--- config.mk ---
export PLATFORM = sky130hd
export DESIGN_NAME = uart_seq_trig_flat
export DESIGN_NICKNAME = d
export VERILOG_FILES = /design/src/rtl/uart_seq_trig_if.sv /design/src/rtl/uart_seq_trig.sv /design/src/flat_wrapper.sv
export SDC_FILE = /design/constraint.sdc
export NUM_CORES = 1
export LEC_CHECK = 0
export ABC_CLOCK_PERIOD_IN_PS = 4490
export CORE_UTILIZATION = 27
export CTS_BUF_LIST = sky130_fd_sc_hd__clkbuf_4 sky130_fd_sc_hd__clkbuf_8
export CTS_CLUSTER_DIAMETER = 30
export CTS_CLUSTER_SIZE = 20
export DETAILED_ROUTE_END_ITERATION = 16
export SLEW_MARGIN = 20
export SYNTH_ARGS = -nofsm -noshare
export SYNTH_HDL_FRONTEND = slang
export SYNTH_SLANG_ARGS = --single-unit
--- constraint.sdc ---
create_clock -name clk -period 4.49 [get_ports clk]
set_input_delay 0.898 -clock clk [delete_from_list [all_inputs] [get_ports clk]]
set_output_delay 0.898 -clock clk [all_outputs]
set_load 0.01 [all_outputs]
--- src/rtl/uart_seq_trig_if.sv ---
// uart_seq_trig_if: serial input, configuration and decoded/trigger outputs of uart_seq_trig.
// Parity controls exist only when UART_SEQ_TRIG_PARITY_EN is defined.
`timescale 1ns/1ps
interface uart_seq_trig_if #(
  parameter int DATA_W = 8,
  parameter int NMATCH = 2,
  parameter int BAUD_W = 16
);
  logic                     rx_i;
  logic [BAUD_W-1:0]        baud_cnt_i;
  logic [NMATCH*DATA_W-1:0] match_i;
  logic [NMATCH*DATA_W-1:0] mask_i;
  logic                     armed_i;
`ifdef UART_SEQ_TRIG_PARITY_EN
  logic                     parity_en_i;
  logic                     parity_odd_i;
`endif
  logic [DATA_W-1:0]        rx_data_o;
  logic                     byte_rdy_o;
  logic                     frm_err_o;
  logic                     triggered_o;
`ifdef UART_SEQ_TRIG_PARITY_EN
  modport master (output rx_i, baud_cnt_i, match_i, mask_i, armed_i, parity_en_i, parity_odd_i,
                  input rx_data_o, byte_rdy_o, frm_err_o, triggered_o);
  modport slave (input rx_i, baud_cnt_i, match_i, mask_i, armed_i, parity_en_i, parity_odd_i,
                 output rx_data_o, byte_rdy_o, frm_err_o, triggered_o);
`else
  modport master (output rx_i, baud_cnt_i, match_i, mask_i, armed_i,
                  input rx_data_o, byte_rdy_o, frm_err_o, triggered_o);
  modport slave (input rx_i, baud_cnt_i, match_i, mask_i, armed_i,
                 output rx_data_o, byte_rdy_o, frm_err_o, triggered_o);
`endif
endinterface

--- src/rtl/uart_seq_trig.sv ---
// uart_seq_trig: oversampling UART receiver with a sticky trigger on a masked multi-word sequence.
// Define UART_SEQ_TRIG_PARITY_EN to add an optional parity bit between data and stop.
`timescale 1ns/1ps
module uart_seq_trig #(
  parameter int DATA_W = 8,
  parameter int NMATCH = 2,
  parameter int BAUD_W = 16
) (
  input  logic clk,
  input  logic rst_n,
  uart_seq_trig_if.slave bus
);
  localparam int BW = $clog2(DATA_W);
  localparam int IW = NMATCH > 1 ? $clog2(NMATCH) : 1;
`ifdef UART_SEQ_TRIG_PARITY_EN
  typedef enum logic [2:0] {IDLE, START, DATA, PARITY, STOP} state_t;
`else
  typedef enum logic [1:0] {IDLE, START, DATA, STOP} state_t;
`endif
  state_t            state_q;
  logic              s1_q, s2_q, s3_q;
  logic [BAUD_W-1:0] baud_q, cnt_q;
  logic [BW-1:0]     bit_q;
  logic [DATA_W-1:0] sr_q, sr_d, rx_data_q;
  logic              byte_rdy_q, frm_err_q;
  logic              trig_q, trig_d;
  logic [IW-1:0]     idx_q, idx_d;
  logic [NMATCH-1:0] hit;
  logic              fall, tick, frame_ok;
`ifdef UART_SEQ_TRIG_PARITY_EN
  logic              par_en_q, par_odd_q, par_ok_q;
  assign frame_ok = s2_q & par_ok_q;
`else
  assign frame_ok = s2_q;
`endif
  assign fall = s3_q & ~s2_q;
  assign tick = cnt_q == '0;
  assign sr_d = {s2_q, sr_q[DATA_W-1:1]};
  // Idle-high reset values keep the line from looking like a start edge out of reset.
  always_ff @(posedge clk or negedge rst_n)
    if (!rst_n) {s1_q, s2_q, s3_q} <= 3'b111;
    else {s1_q, s2_q, s3_q} <= {bus.rx_i, s1_q, s2_q};
  always_ff @(posedge clk or negedge rst_n) begin
    if (!rst_n) begin
      state_q    <= IDLE;
      baud_q     <= '0;
      cnt_q      <= '0;
      bit_q      <= '0;
      sr_q       <= '0;
      rx_data_q  <= '0;
      byte_rdy_q <= 1'b0;
      frm_err_q  <= 1'b0;
`ifdef UART_SEQ_TRIG_PARITY_EN
      par_en_q   <= 1'b0;
      par_odd_q  <= 1'b0;
      par_ok_q   <= 1'b1;
`endif
    end else begin
      byte_rdy_q <= 1'b0;
      frm_err_q  <= 1'b0;
      cnt_q      <= tick ? cnt_q : cnt_q - BAUD_W'(1);
      case (state_q)
        IDLE: if (fall) begin
          state_q <= START;
          baud_q  <= bus.baud_cnt_i;
          cnt_q   <= bus.baud_cnt_i >> 1;
`ifdef UART_SEQ_TRIG_PARITY_EN
          par_en_q  <= bus.parity_en_i;
          par_odd_q <= bus.parity_odd_i;
          par_ok_q  <= 1'b1;
`endif
        end
        START: if (tick) begin
          state_q <= s2_q ? IDLE : DATA;
          cnt_q   <= baud_q - BAUD_W'(1);
          bit_q   <= '0;
        end
        DATA: if (tick) begin
          sr_q  <= sr_d;
          bit_q <= bit_q + BW'(1);
          cnt_q <= baud_q - BAUD_W'(1);
`ifdef UART_SEQ_TRIG_PARITY_EN
          if (bit_q == BW'(DATA_W - 1)) state_q <= par_en_q ? PARITY : STOP;
`else
          if (bit_q == BW'(DATA_W - 1)) state_q <= STOP;
`endif
        end
`ifdef UART_SEQ_TRIG_PARITY_EN
        PARITY: if (tick) begin
          par_ok_q <= (^sr_q ^ s2_q) == par_odd_q;
          state_q  <= STOP;
          cnt_q    <= baud_q - BAUD_W'(1);
        end
`endif
        STOP: if (tick) begin
          state_q    <= IDLE;
          rx_data_q  <= frame_ok ? sr_q : rx_data_q;
          byte_rdy_q <= frame_ok;
          frm_err_q  <= ~frame_ok;
        end
        default: state_q <= IDLE;
      endcase
    end
  end
  for (genvar g = 0; g < NMATCH; g++) begin : g_hit
    assign hit[g] = ((rx_data_q ^ bus.match_i[g*DATA_W +: DATA_W]) & ~bus.mask_i[g*DATA_W +: DATA_W]) == '0;
  end
  // A miss that still matches the first word restarts the sequence at word 1.
  always_comb begin
    idx_d  = idx_q;
    trig_d = trig_q;
    if (!bus.armed_i) begin
      idx_d  = '0;
      trig_d = 1'b0;
    end else if (frm_err_q) idx_d = '0;
    else if (byte_rdy_q) begin
      if (hit[idx_q] && idx_q == IW'(NMATCH - 1)) begin
        idx_d  = '0;
        trig_d = 1'b1;
      end else if (hit[idx_q]) idx_d = idx_q + IW'(1);
      else if (hit[0]) begin
        idx_d  = IW'(NMATCH > 1);
        trig_d = trig_q | (NMATCH == 1);
      end else idx_d = '0;
    end
  end
  always_ff @(posedge clk or negedge rst_n)
    if (!rst_n) {idx_q, trig_q} <= '0;
    else {idx_q, trig_q} <= {idx_d, trig_d};
  assign bus.rx_data_o   = rx_data_q;
  assign bus.byte_rdy_o  = byte_rdy_q;
  assign bus.frm_err_o   = frm_err_q;
  assign bus.triggered_o = trig_q;
endmodule

--- src/flat_wrapper.sv ---
// flat-port wrapper written by rule: the top's interface ports become plain ports
module uart_seq_trig_flat 
#(
  parameter int DATA_W = 8,
  parameter int NMATCH = 2,
  parameter int BAUD_W = 16
)
  (clk, rst_n, bus_rx_i, bus_baud_cnt_i, bus_match_i, bus_mask_i, bus_armed_i, bus_rx_data_o, bus_byte_rdy_o, bus_frm_err_o, bus_triggered_o);
  uart_seq_trig_if #(.DATA_W(DATA_W), .NMATCH(NMATCH), .BAUD_W(BAUD_W)) bus_i ();
  input  logic clk;
  input  logic rst_n;
  input wire logic [$bits(bus_i.rx_i)-1:0] bus_rx_i;
  input wire logic [$bits(bus_i.baud_cnt_i)-1:0] bus_baud_cnt_i;
  input wire logic [$bits(bus_i.match_i)-1:0] bus_match_i;
  input wire logic [$bits(bus_i.mask_i)-1:0] bus_mask_i;
  input wire logic [$bits(bus_i.armed_i)-1:0] bus_armed_i;
  output wire logic [$bits(bus_i.rx_data_o)-1:0] bus_rx_data_o;
  output wire logic [$bits(bus_i.byte_rdy_o)-1:0] bus_byte_rdy_o;
  output wire logic [$bits(bus_i.frm_err_o)-1:0] bus_frm_err_o;
  output wire logic [$bits(bus_i.triggered_o)-1:0] bus_triggered_o;
  assign bus_i.rx_i = bus_rx_i;
  assign bus_i.baud_cnt_i = bus_baud_cnt_i;
  assign bus_i.match_i = bus_match_i;
  assign bus_i.mask_i = bus_mask_i;
  assign bus_i.armed_i = bus_armed_i;
  assign bus_rx_data_o = bus_i.rx_data_o;
  assign bus_byte_rdy_o = bus_i.byte_rdy_o;
  assign bus_frm_err_o = bus_i.frm_err_o;
  assign bus_triggered_o = bus_i.triggered_o;
  uart_seq_trig #(.DATA_W(DATA_W), .NMATCH(NMATCH), .BAUD_W(BAUD_W)) u_core (.clk(clk), .rst_n(rst_n), .bus(bus_i));
endmodule
---- Word level (Yosys, flattened, before mapping) ----
Index checks and enable logic that the tools add are counted.
W data, S select, Z words.
word-level totals
  output and inout bits ................... 11
  input bits .............................. 52
  register bits ........................... 60
  logic and storage cells ................. 82
operators by class
  reduce and logical (&&, ||, !) cells .... 13
  equality and inequality tests ........... 13
  bitwise operators ....................... 8
  $lt $le $gt $ge ......................... 1
  mux-type cells .......................... 30
  add/subtract/negate cells ............... 4
operators by type and width
  kind                     number
  $mux W16                 3
  $pmux W16 S2             1
  $sub A16 B1 Y16 const B  2
  $and A8 B8 Y8            2
  $logic_not A16 Y1        1
  $logic_not A8 Y1         2
  $mux W1                  16
  $not A8 Y8               2
  $xor A8 B8 Y8            2
  $ne A2 B1 Y1 const B     7
  $mux W2                  6
  $reduce_and A3 Y1        3
  $pmux W2 S4              1
  $mux W3                  2
  $pmux W3 S2              1
  $reduce_and A5 Y1        1
  $eq A2 B2 Y1 const B     2
  $reduce_and A2 Y1        2
  $add A3 B1 Y3 const B    1
  $eq A3 B3 Y1 const B     1
  $ne A3 B1 Y1 const B     1
  $eq A2 B1 Y1 const B     1
  $logic_not A2 Y1         1
  $lt A1 B2 Y1 const B     1
  7 further kinds          7

---- Longest topological paths before layout ----
Gate-level depths: netlist of the first run.
  depth after elaboration ................. 10
  mapped depth ............................ 9
  gate-level depth less buffers ........... 7

---- Least setup slack after synthesis of the first run ----
OpenSTA, ideal clock, no wires.
  kind .................................... reg-to-reg
  start ................................... reg u_core.cnt_q[0]
  end ..................................... reg u_core.sr_q[0]
  clock period less this slack ............ 1.885 ns
  setup slack ............................. 2.605 ns
  data arrival time ....................... 1.758 ns
  library setup time ...................... 0.128 ns
  stages on the path, launching flop included .. 8
  buffers on the path ..................... 1
  required time ........................... 4.362 ns
  cells stage by stage .................... dfrtp_1 inv_1 ha_1 nor4b_1 and4_1 buf_6 nand2_1 mux2_1
between the ends
  cells in the longest elaborated chain, start to end .. 2
RTL lines
  element                      line                 text
  start, declared              uart_seq_trig.sv:22  logic [BAUD_W-1:0] baud_q, cnt_q;
  start signal, assigned       uart_seq_trig.sv:61  cnt_q <= tick ? cnt_q : cnt_q - BAUD_W'(1);
  start signal, assigned       uart_seq_trig.sv:66  cnt_q <= bus.baud_cnt_i >> 1;
  start signal, assigned       uart_seq_trig.sv:75  cnt_q <= baud_q - BAUD_W'(1);
  $logic_not A16 Y1            uart_seq_trig.sv:37  assign tick = cnt_q == '0;
  $reduce_and A2 Y1 (no line)  --
  end signal, assigned         uart_seq_trig.sv:79  sr_q <= sr_d;
  end, declared                uart_seq_trig.sv:24  logic [DATA_W-1:0] sr_q, sr_d, rx_data_q;
No other way between the ends.
A chain may end at the register's enable or synchronous reset.

---- Worst setup path after layout of the first run ----
  start ................................... reg u_core.cnt_q[0]
  end ..................................... reg u_core.cnt_q[9]
between the ends
  cells in the longest elaborated chain, start to end .. 4
  elaborated cells between the ends (all ways) .. 6
  classes of those cells .................. 1 x add/sub; 4 x mux; 1 x reduce/logical
RTL lines
  element                                               line                                                           text
  $sub A16 B1 Y16 or $logic_not A16 Y1 (tied branches)  uart_seq_trig.sv:61, uart_seq_trig.sv:37
  $mux W16                                              uart_seq_trig.sv:61
  $mux W16 (on tied branches)                           uart_seq_trig.sv:73, uart_seq_trig.sv:78, uart_seq_trig.sv:63
  $pmux W16 S2 (*)                                      uart_seq_trig.sv:62                                            case (state_q)
Mark *: on every way between the ends. The rest lies on a longest branch, timed or not.

==> flow_summary.toml, run 1 <==
[timing]
period_share = 0.5900
timing.final.hold_violations = 0
max_freq_mhz = 377.5
tns_ns = 0
fin_skew_ns = 0.008353
drv_slew = 0
timing.final.crit_period_ns = 2.649
worstMarginPinSlew_ns = 1.004
hold_ws_ns = 0.3614
relSlewSlack = 0.3294
setup_violations = 0
rsz0062_at_grt = "false"

[critical_path]
rr_endpoint = "u_core.cnt_q[9]"
crit_slowest_cell = "a21boi_1"
worstReg2RegStart = "u_core.cnt_q[0]"
r2r_cells = 6
rrSetupSlack_ns = 1.84
critPathTopFamily = "compound AO/OA/AOI/OAI gates"
critPathLaunchType = "flop"
arrival_ns = 2.82
critPathMaxStageDelay_ns = 0.90
crit_required_ns = 4.66
critPathMaxFanout = 11
path_class = "reg -> reg"
crit_buf_inv = 1
end_kind = "flop"
crit_chain = "inv_1 -> ha_1 -> nor4b_1 -> nand4_1 -> a21boi_1 -> o221ai_1"

[clocking]
htree_num_levels = 3
cts_buffer_depth = 2
cts_resized = 0
clkSlewWorstSetupHoldPaths_ns = 0.07
hold_buffers = 0
cts.sinks = 60
cts_tree = "yes"
clockRootBuffer = "clkbuf_8"
clk_latency_ns = 0.34
cts_setup_buffers = 0
cts_buffers = 9

[synthesis]
seq_area_frac_synth = 0.4465
ys_warn_count = 0
syn_area_sq_mm = 0.003371
synth_seq_cells = 60
synthAdderAreaFrac = 0.03341
ys_types = 53
synth_nets = 404
yosys.area.top_type = "dfrtp_1"
syn_inst = 343
synth-xor-area-share = 0.09614
synth_simple_gate_area_frac = 0.2034
muxShareOfSynthArea = 0.05011
syn_avg_cell_area_sq_um = 9.827
synth_edf_count = 0
synth_top_family_by_area = "simple AND/OR/NAND/NOR gates"
synthFlopType = "dfrtp_1"
synth_top_area_share = 0.4232
synth_compound_area_frac = 0.1377
synth_area_leaders = "dfrtp_1 42%, xnor2_1 8.1%, nand2_1 6.6%"
synthArstFlopShare = 1.000

[status]
status = "finished, final reports clean"

[cells_and_area]
drive_above_1_share = 0.07488
fin_util = 0.3602
fin_nets = 470
syn_to_final_growth_pct = 29.44
final_common_cell = "clkdlybuf4s50_1"
stdcell_count = 582
antenna_cells = 0
nFillCells = 1264
mostFrequentLayoutCells = "61 x clkdlybuf4s50_1, 59 x nand2_1, 57 x dfrtp_1, 31 x xnor2_1, 16 x nor2_1"

[global_route]
antenna_found_initial = 0
grt_start_max_net_pins = 32
grt_pass1_vias = 2769
grt_pass1_wl_um = 13610
grt_overflow_total = 0
grtUsageTotal = 0.1344

[min_path]
min-delay-start = "u_core.s1_q"
hold_path_depth = 0
min_path_type = "reg -> reg"
whs_endpoint = "u_core.frame_ok"

[die]
dieArea_sq_mm = 0.01293
io-pin-count = 63
rows = 40
core_area_sq_mm = 0.01211
start_util = 0.2783
fp.dieH_um = 113.7
die_w_um = 113.7

[detailed_routing]
drc = 0
drt_iter0_markers = 133
vias = 2800
dr.pass1.iters = 5
via_per_inst = 4.811
wl_per_cell_um = 13.95
ant_nets = 0
drt_wl_total_um = 8116

[place]
dp_cells = 566
dp_hpwl_um = 6018
numPortBuffers = 62
gp_congestion = 0.8291

[power_and_ir_drop]
ir_drop_mv = 0.2775
totalPowerFinal_w = 0.002303
powerDensity_mw_per_mm2 = 527.8
leakagePower_nw = 1.876

[flow_run]
drv_cap = 0
==> cell usage after synthesis, types with 3 or more instances <==
cell / count
o21ai_0: 4
nor4_1: 10
nor3b_1: 3
nand2b_1: 3
nor3_2: 3
a21oi_1: 11
a22oi_1: 4
nand2_1: 59
inv_1: 13
o21ai_1: 7
or4_1: 3
o22ai_1: 10
nand3_1: 6
dfrtp_1: 57
a21boi_1: 7
dfstp_2: 3
nand4_1: 3
o21a_1: 4
mux2_1: 15
nor3_1: 12
nor2_1: 16
ha_1: 9
xor2_1: 6
xnor2_1: 31
a22o_1: 5
==> sequential cells by signal (all words and copies together) (netlist names), 3 cells and up, named ones only <==
signal	flops
u_core.baud_q	16
u_core.cnt_q	16
u_core.bus.rx_data_o	8
u_core.sr_q	8
u_core.bit_q	3
==> power by group <==
| group | internal (W) | switching [W] | total (W) | leakage (nW) |
|---|---|---|---|---|
| clock network | 0.000331 | 0.000212 | 0.000543 | 0.116 |
| logic | 0.000386 | 0.000518 | 0.000904 | 0.977 |
| registers | 0.000687 | 0.000169 | 0.000856 | 0.783 |
==> metal layers <==
| layer | wire (um) | up-vias | global-route usage |
|---|---|---|---|
| met5 | 0 | - | 0 |
| met1 | 3849 | 1346 | 0.1665 |
| met4 | 82 | 0 | 0.04298 |
| met2 | 3737 | 74 | 0.2268 |
| li1 | - | 1368 | - |
| met3 | 445 | 12 | 0.03666 |
==> stage by stage <==
stage	cell area (sq um)	setup WS, ns
finish	4363	1.841
global route	4363	1.612
CTS	4363	1.862
detailed placement	4143	1.925
global placement	4143	1.947
floorplan	3371	2.605
==> cells by family (layout without fill, tap and decap cells) <==
logic type,Yosys count,count (layout)
buf+inv,21,92
fa+ha+maj,9,9
flops,60,60
simple gates,134,134
mux,15,15
xor+xnor,37,37
compound gates,67,67
==> worst max-delay path by stage <==
stage	cells past startpoint	to	startpoint	slack (ns)
6_report	6	u_core.cnt_q[9]	u_core.cnt_q[0]	1.84
5_1_grt	6	u_core.cnt_q[9]	u_core.cnt_q[0]	1.61
4_1_cts	6	u_core.cnt_q[9]	u_core.cnt_q[0]	1.86
3_5_place_dp	6	u_core.cnt_q[9]	u_core.cnt_q[0]	1.93
3_3_place_gp	6	u_core.cnt_q[9]	u_core.cnt_q[0]	1.95
2_1_floorplan	7	u_core.sr_q[0]	u_core.cnt_q[0]	2.60
==> layout make-up <==
type                            count  area [sq um]  area share
Clock inverter                      5         75.07     0.01721
Clock buffer                       11         145.1     0.03327
Multi-Input combinational cell    262          1755      0.4024
Sequential cell                    60          1505      0.3450
Inverter                           13         48.80     0.01118
Tap cell                          168         210.2     0.04818
Timing Repair Buffer               63         623.1      0.1428
(Power assumes the default switching activity.)
==> run 2: changes to the inputs <==
--- a/config.mk
+++ b/config.mk
@@ -5,7 +5,7 @@
 export SDC_FILE = /design/constraint.sdc
 export NUM_CORES = 1
 export LEC_CHECK = 0
-export ABC_CLOCK_PERIOD_IN_PS = 4490
+export ABC_CLOCK_PERIOD_IN_PS = 2500
 export CORE_UTILIZATION = 27
 export CTS_BUF_LIST = sky130_fd_sc_hd__clkbuf_4 sky130_fd_sc_hd__clkbuf_8
 export CTS_CLUSTER_DIAMETER = 30
==> constraint.sdc (replaced) <==
create_clock -name clk -period 2.5 [get_ports clk]
set_input_delay 0.5 -clock clk [delete_from_list [all_inputs] [get_ports clk]]
set_output_delay 0.5 -clock clk [all_outputs]
set_load 0.01 [all_outputs]
==> run 2 against run 1 <==
Sequential power is 81% higher. Sequential cell count is the same. Cell area up 2.1%. Via count rose by 0.50%. Register-to-register slack worse by 1.5 ns. Combinational power up 95%. Cell count rose by 2.1%. Wire length grew 2.9%. Utilization grew 0.75 points. Count of clock-buffer cells in the layout up 3.
==> flow_summary.toml, run 2 (synthesis gave the netlist of run 1 again) <==
[flow_run]
drv_cap = 0

[detailed_routing]
vias = 2814
drc = 0
drt_wl_total_um = 8348
via_per_inst = 4.737
dr.pass1.iters = 4
wl_per_cell_um = 14.05
ant_nets = 0
drt_iter0_markers = 132

[clocking]
clkSlewWorstSetupHoldPaths_ns = 0.07
clk_latency_ns = 0.34
htree_num_levels = 3
clockRootBuffer = "clkbuf_8"
cts_tree = "yes"
cts_setup_buffers = 0
hold_buffers = 0
cts_buffers = 9
cts_buffer_depth = 2
cts.sinks = 60
cts_resized = 0

[global_route]
busiest_layer = "met2"
grt_pass1_vias = 2889
grt_pass1_wl_um = 14040
grt_overflow_total = 0
grtUsageTotal = 0.1391
use_met1 = 0.1755
grt_start_max_net_pins = 34
antenna_found_initial = 0
grt_use_met2 = 0.2280
met3_usage = 0.03560

[cells_and_area]
drive_above_1_share = 0.1009
antenna_cells = 0
top_regs = "u_core.baud_q (16), u_core.cnt_q (16)"
final_common_cell = "clkdlybuf4s50_1"
fin_nets = 482
syn_to_final_growth_pct = 32.15
mostFrequentLayoutCells = "61 x clkdlybuf4s50_1, 59 x nand2_1, 57 x dfrtp_1, 31 x xnor2_1, 16 x nor2_1"

[die]
start_util = 0.2783
rows = 40
die_w_um = 113.7
core_area_sq_mm = 0.01211
fp.dieH_um = 113.7
io-pin-count = 63
dieArea_sq_mm = 0.01293

[critical_path]
r2r_cells = 6
critPathLaunchType = "flop"
rrSetupSlack_ns = 0.37
critPathMaxFanout = 9
end_kind = "flop"
crit_required_ns = 2.72
startpoint = "u_core.cnt_q[0]"
path_class = "reg -> reg"
rr_endpoint = "u_core.sr_q[5]"
arrival_ns = 2.35
worstReg2RegStart = "u_core.cnt_q[0]"

[timing]
fin_skew_ns = 0.01272
timing.final.crit_period_ns = 2.131
period_share = 0.8523
relSlewSlack = 0.5446
tns_ns = 0
max_freq_mhz = 469.3
setup_violations = 0
timing.final.hold_violations = 0
worstMarginPinSlew_ns = 0.6831
drv_slew = 0
rsz0062_at_grt = "false"

[power_and_ir_drop]
leakagePower_nw = 1.936
totalPowerFinal_w = 0.004216
powerDensity_mw_per_mm2 = 946.5
ir_drop_mv = 0.4382

[place]
dp_hpwl_um = 6339
numPortBuffers = 62
gp_congestion = 0.8071

[status]
status = "finished, final reports clean"

[min_path]
min_path_type = "in -> async"
run 2: cell count changes in the layout (fill, tap and decap cells not counted), sizes merged:
cell / previous run / this run
buf: 2 / 14
clkbuf: 11 / 14
clkinv: 3 / 1
bufinv: 2 / 1
run 2: worst max-delay path by stage:
stage	end	slack, ns	depth (start not counted)
6_report	u_core.sr_q[5]	0.37	6
5_1_grt	u_core.cnt_q[3]	0.19	6
2_1_floorplan	u_core.sr_q[0]	0.61	7
3_3_place_gp	u_core.bus.triggered_o	0.47	6
3_5_place_dp	u_core.sr_q[5]	0.37	6
4_1_cts	u_core.sr_q[5]	0.36	6
run 2: metrics by stage:
stage,util,std cells,cell area (sq um),hold WS [ns],setup WS (ns)
final,0.3678,594,4454,0.1907,0.3694
after detailed placement,0.3505,578,4245,0.3488,0.3686
after global routing,0.3678,594,4454,0.2342,0.1939
after global placement,0.3505,578,4245,0.3484,0.4658
after floorplan,-,343,3371,0.2044,0.6148
after CTS,0.3678,594,4454,0.1999,0.3631
run 2: cell type report:
cell class / instances / area, sq um
inverters: 13 / 48.80
clock buffers: 14 / 173.9
well taps: 168 / 210.2
multi-input cells: 262 / 1755
fillers: 1255 / 7657
repair buffers: 75 / 725.7
clock inverters: 2 / 35.03
flip-flops and latches: 60 / 1505
run 2: power by group:
group	internal, W	switching, W
registers	0.00123	0.000311
logic	0.000802	0.000958
clock network	0.000547	0.000363
run 2: per-layer routing:
metal / routed length (um) / vias up
met5: 0 / -
met4: 112 / 0
met3: 483 / 12
met1: 3919 / 1334
met2: 3833 / 87
li1: - / 1381
run 2: critical path, stage by stage (launching register included):
cell	delay [ns]
dfrtp_1	0.42
inv_1	0.10
ha_1	0.15
nor4b_1	0.30
and4_1	0.38
nand2_1	0.28
mux2_1	0.40
